<file path="src/rtl/sm_config_loader.sv">
// sm_config_loader: parity-checked serial loader that atomically commits switch_matrix mux selects
module sm_config_loader #(
  parameter int channel_width = 8,
  parameter int CTRL_BITS     = 2,
  localparam int SIDE_BITS    = channel_width / 2 * CTRL_BITS,
  localparam int CFG_BITS     = 4 * SIDE_BITS
) (
  input  logic                 clk,
  input  logic                 rst_n,
  input  logic                 cfg_start,
  input  logic                 cfg_valid,
  input  logic                 cfg_data,
  output logic                 cfg_ready,
  output logic                 cfg_busy,
  output logic                 cfg_done,
  output logic                 cfg_err,
  output logic [SIDE_BITS-1:0] ctrl_left,
  output logic [SIDE_BITS-1:0] ctrl_right,
  output logic [SIDE_BITS-1:0] ctrl_top,
  output logic [SIDE_BITS-1:0] ctrl_bottom
);
  localparam int CW = $clog2(CFG_BITS);
  typedef enum logic [1:0] {IDLE, SHIFT, PARITY} state_t;
  state_t              state_q, state_d;
  logic [CW-1:0]       cnt_q, cnt_d;
  logic                par_q, par_d;
  logic                done_q, done_d;
  logic                err_q, err_d;
  logic [CFG_BITS-1:0] shadow_q, shadow_d;
  logic [CFG_BITS-1:0] ctrl_q, ctrl_d;
  logic                beat;
  assign beat        = cfg_valid && state_q != IDLE;
  assign cfg_ready   = state_q != IDLE;
  assign cfg_busy    = state_q != IDLE;
  assign cfg_done    = done_q;
  assign cfg_err     = err_q;
  assign ctrl_left   = ctrl_q[SIDE_BITS-1:0];
  assign ctrl_right  = ctrl_q[2*SIDE_BITS-1:SIDE_BITS];
  assign ctrl_top    = ctrl_q[3*SIDE_BITS-1:2*SIDE_BITS];
  assign ctrl_bottom = ctrl_q[4*SIDE_BITS-1:3*SIDE_BITS];
  // Next state: start (re)arms the frame and wins over any beat in the same cycle
  always_comb begin
    state_d  = state_q;
    cnt_d    = cnt_q;
    par_d    = par_q;
    done_d   = 1'b0;
    err_d    = err_q;
    shadow_d = shadow_q;
    ctrl_d   = ctrl_q;
    if (cfg_start) begin
      state_d  = SHIFT;
      cnt_d    = '0;
      par_d    = 1'b0;
      err_d    = 1'b0;
      shadow_d = '0;
    end else if (beat && state_q == SHIFT) begin
      shadow_d[cnt_q] = cfg_data;
      par_d           = par_q ^ cfg_data;
      cnt_d           = cnt_q + 1'b1;
      state_d         = cnt_q == CW'(CFG_BITS - 1) ? PARITY : SHIFT;
    end else if (beat && state_q == PARITY) begin
      state_d = IDLE;
      done_d  = cfg_data == par_q;
      err_d   = cfg_data != par_q;
      ctrl_d  = cfg_data == par_q ? shadow_q : ctrl_q;
    end
  end
  // State and output registers; the whole ctrl image updates on one edge
  always_ff @(posedge clk or negedge rst_n) begin
    if (!rst_n) begin
      state_q  <= IDLE;
      cnt_q    <= '0;
      par_q    <= 1'b0;
      done_q   <= 1'b0;
      err_q    <= 1'b0;
      shadow_q <= '0;
      ctrl_q   <= '0;
    end else begin
      state_q  <= state_d;
      cnt_q    <= cnt_d;
      par_q    <= par_d;
      done_q   <= done_d;
      err_q    <= err_d;
      shadow_q <= shadow_d;
      ctrl_q   <= ctrl_d;
    end
  end
endmodule

</file>
<file path="config.mk">
export PLATFORM = sky130hd
export DESIGN_NAME = sm_config_loader
export DESIGN_NICKNAME = d
export VERILOG_FILES = /design/src/rtl/sm_config_loader.sv
export SDC_FILE = /design/constraint.sdc
export NUM_CORES = 1
export LEC_CHECK = 0
export ABC_AREA = 1
export BUFFER_PORTS_ARGS = -buffer_cell sky130_fd_sc_hd__buf_4
export CORE_UTILIZATION = 45
export CTS_CLUSTER_SIZE = 25
export DETAILED_ROUTE_END_ITERATION = 16
export PLACE_DENSITY = 0.69
export SLEW_MARGIN = 20
export SYNTH_ARGS = -nofsm -noshare
export SYNTH_HDL_FRONTEND = slang
export SYNTH_SLANG_ARGS = --single-unit
</file>
<file path="constraint.sdc">
create_clock -name clk -period 1.74 [get_ports clk]
set_input_delay 0 -clock clk [delete_from_list [all_inputs] [get_ports clk]]
set_output_delay 0 -clock clk [all_outputs]
set_load 0.05 [all_outputs]
</file>
==> results.sh <==
export IMPL_synth_compound_area_share_pct=0.995
export IMPL_grt_util_met2_pct=35.8
export IMPL_whs_path_depth=4
export IMPL_worst_setup_path_end_kind="register"
export IMPL_overflow=0
export IMPL_final_nets=529
export IMPL_drive_gt1_share_pct=14.0
export IMPL_ys_top_cells_by_area="dfrtp_1 (49%), nand2_1 (18%), nor2_1 (6.3%)"
export IMPL_avgSynthCellArea_um2=7.70
export IMPL_fp_row_count=33
export IMPL_slew_viol_final=0
export IMPL_placed_cell_area_um2=4060
export IMPL_yosysTopAreaCell="dfrtp_1"
export IMPL_clock_latency_ns=0.35
export IMPL_slew_headroom_pct=65.8
export IMPL_r2r_slack_ns=0.29
export IMPL_criticalPathCategory="reg2reg"
export IMPL_cts_max_level=3
export IMPL_grt_busiest_layer="met2"
export IMPL_synth_fa_ha_area_share_pct=1.66
export IMPL_grt_max_degree=58
export IMPL_core_area_um2=8180
export IMPL_die_area_um2=8760
export IMPL_start_util_pct=46.2
export IMPL_pin_count=41
export IMPL_grt_pass1_vias=2996
export IMPL_dr_total_vias=3151
export IMPL_async_flop_share_pct=100
export IMPL_synth_top_family_by_area="simple AND/OR/NAND/NOR gates"
export IMPL_synth_edf_count=0
export IMPL_drc=0
export IMPL_hold_viol_final=0
export IMPL_synthToLayoutAreaGrowth_pct=14.2
export IMPL_crit_buf_inv=0
export IMPL_timing_fmax_ghz=0.689
export IMPL_min_from="cfg_valid"
export IMPL_path_clk_slew_ns=0.08
export IMPL_critPathMaxStageDelay_ns=0.42
export IMPL_synth_nets=500
export IMPL_use_met1_pct=27.2
export IMPL_yosys_top_cells_count="nand2_1 (180), dfrtp_1 (74), nor2_1 (63), nand3_1 (42), inv_1 (39)"
export IMPL_syn_cell_area_um2=3770
export IMPL_fin_tns_setup_ns=0
export IMPL_status="completed"
export IMPL_synth_distinct_cells=19
export IMPL_worstReg2RegStart="cnt_q[0]$_DFFE_PN0P_"
export IMPL_ant_nets=0
export IMPL_crit_fanout=7
export IMPL_cap_violations=0
export IMPL_synth_top_area_share_pct=49.1
export IMPL_path_cells="ha_1 > nand2_1 > nor2_1 > ha_1 > nand2_1 > o21ai_0"
export IMPL_cts_tree="done"
export IMPL_antenna_found_initial=0
export IMPL_p_leak_uw=0.00229
export IMPL_via_per_inst=5.02
export IMPL_rr_worst_depth=6
export IMPL_design_area_um2=4310
export IMPL_skew_ns=0.00848
export IMPL_dp_cells=611
export IMPL_cp_required_ns=1.97
export IMPL_cp_start_kind="register"
export IMPL_gp_congestion=0.844
export IMPL_met3_usage_pct=4.63
export IMPL_wirelength_um=8280
export IMPL_muxShareOfSynthArea_pct=0
export IMPL_cts_buffer_depth=2
export IMPL_ys_ff_latch=74
export IMPL_synth_flop_cell="dfrtp_1"
export IMPL_worst_slew_pin_slew_ns=0.512
export IMPL_path_delay_family="adder cells"
export IMPL_cts_buffers=9
export IMPL_fin_crit_ns=1.45
export IMPL_yosys_area_share_simple_pct=38.2
export IMPL_netlist_instances=490
export IMPL_fp_dieH_um=93.6
export IMPL_hold_ws_ns=0.00695
export IMPL_critPathLaunch="cnt_q[0]$_DFFE_PN0P_"
export IMPL_synth_most_common_cell="nand2_1"
export IMPL_utilization_pct=52.7
export IMPL_setup_viol=0
export IMPL_period_share_pct=83.5
export IMPL_drtPass1Iterations=4
export IMPL_cpMaxStageDelayCell="dfrtp_1"
export IMPL_cellPowerDensity_nw_per_um2=825
export IMPL_synth_xor_area_share_pct=0
export IMPL_rsz0062_at_grt="no"
export IMPL_clock_sinks=74
export IMPL_cts_resized=0
export IMPL_hpwl_um=5280
export IMPL_grt_util_all_layers_pct=21.5
export IMPL_crit_cells=6
export IMPL_num_antenna_cells=0
export IMPL_routedWlPerCell_um=13.2
export IMPL_hold_path_class="in2reg"
export IMPL_fin_cells=628
export IMPL_cts_root_buf="clkbuf_8"
export IMPL_die_w_um=93.6
export IMPL_portBuffers=40
export IMPL_synth_warnings=0
export IMPL_drt_iter0_markers=200
export IMPL_peakVddDrop_mv=0.417
export IMPL_grt_pass1_wl_um=14300
export IMPL_yosysSeqAreaShare_pct=49.1
export IMPL_worstPathArrival_ns=1.68
worst min-delay path, cell delays in order:
cell     delay (ns)
buf_4          0.10
nand3_2        0.10
nand3_1        0.08
nand2_1        0.05
report_power, final:
group	total [uW]	internal, uW	switching [uW]	leakage (uW)
Combinational	232	46.9	185	0.00115
Clock	1590	945	642	0.000116
Sequential	1740	1730	7.95	0.00103
Total	3560	2720	835	0.00229
worst paths after layout:
check                                          to
setup / recovery             cnt_q[4]$_DFFE_PN0P_
max in group asynchronous   ctrl_q[9]$_DFFE_PN0P_
hold / removal                cfg_err$_DFFE_PN0P_
setup reg to reg             cnt_q[4]$_DFFE_PN0P_
hold reg to reg             ctrl_q[6]$_DFFE_PN0P_
min in group asynchronous  ctrl_q[25]$_DFFE_PN0P_
placed cells by master, fill, tap and decap left out, types with 5 or more instances in the layout:
cell type	Yosys	routed
nand2_1	180	180
inv_1	39	39
clkbuf_8	0	9
ha_1	5	5
dfrtp_1	74	74
nor2_1	63	63
nand4_1	37	37
inv_2	5	5
o21ai_0	6	6
nand3_1	42	42
buf_4	6	46
stage by stage:
step	setup slack [ns]	total power [uW]
final	0.288	3560
after global routing	0.102	3690
after CTS	0.274	3590
after detailed placement	0.282	2000
after global placement	0.330	2000
after floorplan	0.442	1920
per-layer routing:
layer	vias to the layer above	share of wire, %	routed length [um]
met4	0	2.1	172
met1	1465	46	3790
met3	17	4.4	361
met2	68	48	3960
met5	-	0	0
li1	1601	-	-
area by class of cell:
type | count | area [um^2]
Timing Repair Buffer | 49 | 385
Sequential cell | 74 | 1850
Fill cell | 799 | 3870
Inverter | 44 | 165
Clock inverter | 5 | 104
Multi-Input combinational cell | 341 | 1540
Tap cell | 105 | 131
Clock buffer | 10 | 128
logic make-up after synthesis:
logic type,count (synthesis)
compound gates,7
flops,74
buf+inv,75
simple gates,329
fa+ha+maj,5
timing repair:
| action | in CTS | in global routing |
|---|---|---|
| endpoints found under the hold margin | 74 | 1 |
| buffers inserted | 0 | 0 |
| hold buffers | 1 | 1 |
flip-flops by register name, indices dropped and copies added, names as in the netlist:
signal and cells:
cfg_err 1, shadow_q 32, state_q 2, ctrl_q 32, par_q 1, cfg_done 1, cnt_q 5
Note: power is estimated with default switching activity, not from simulation.
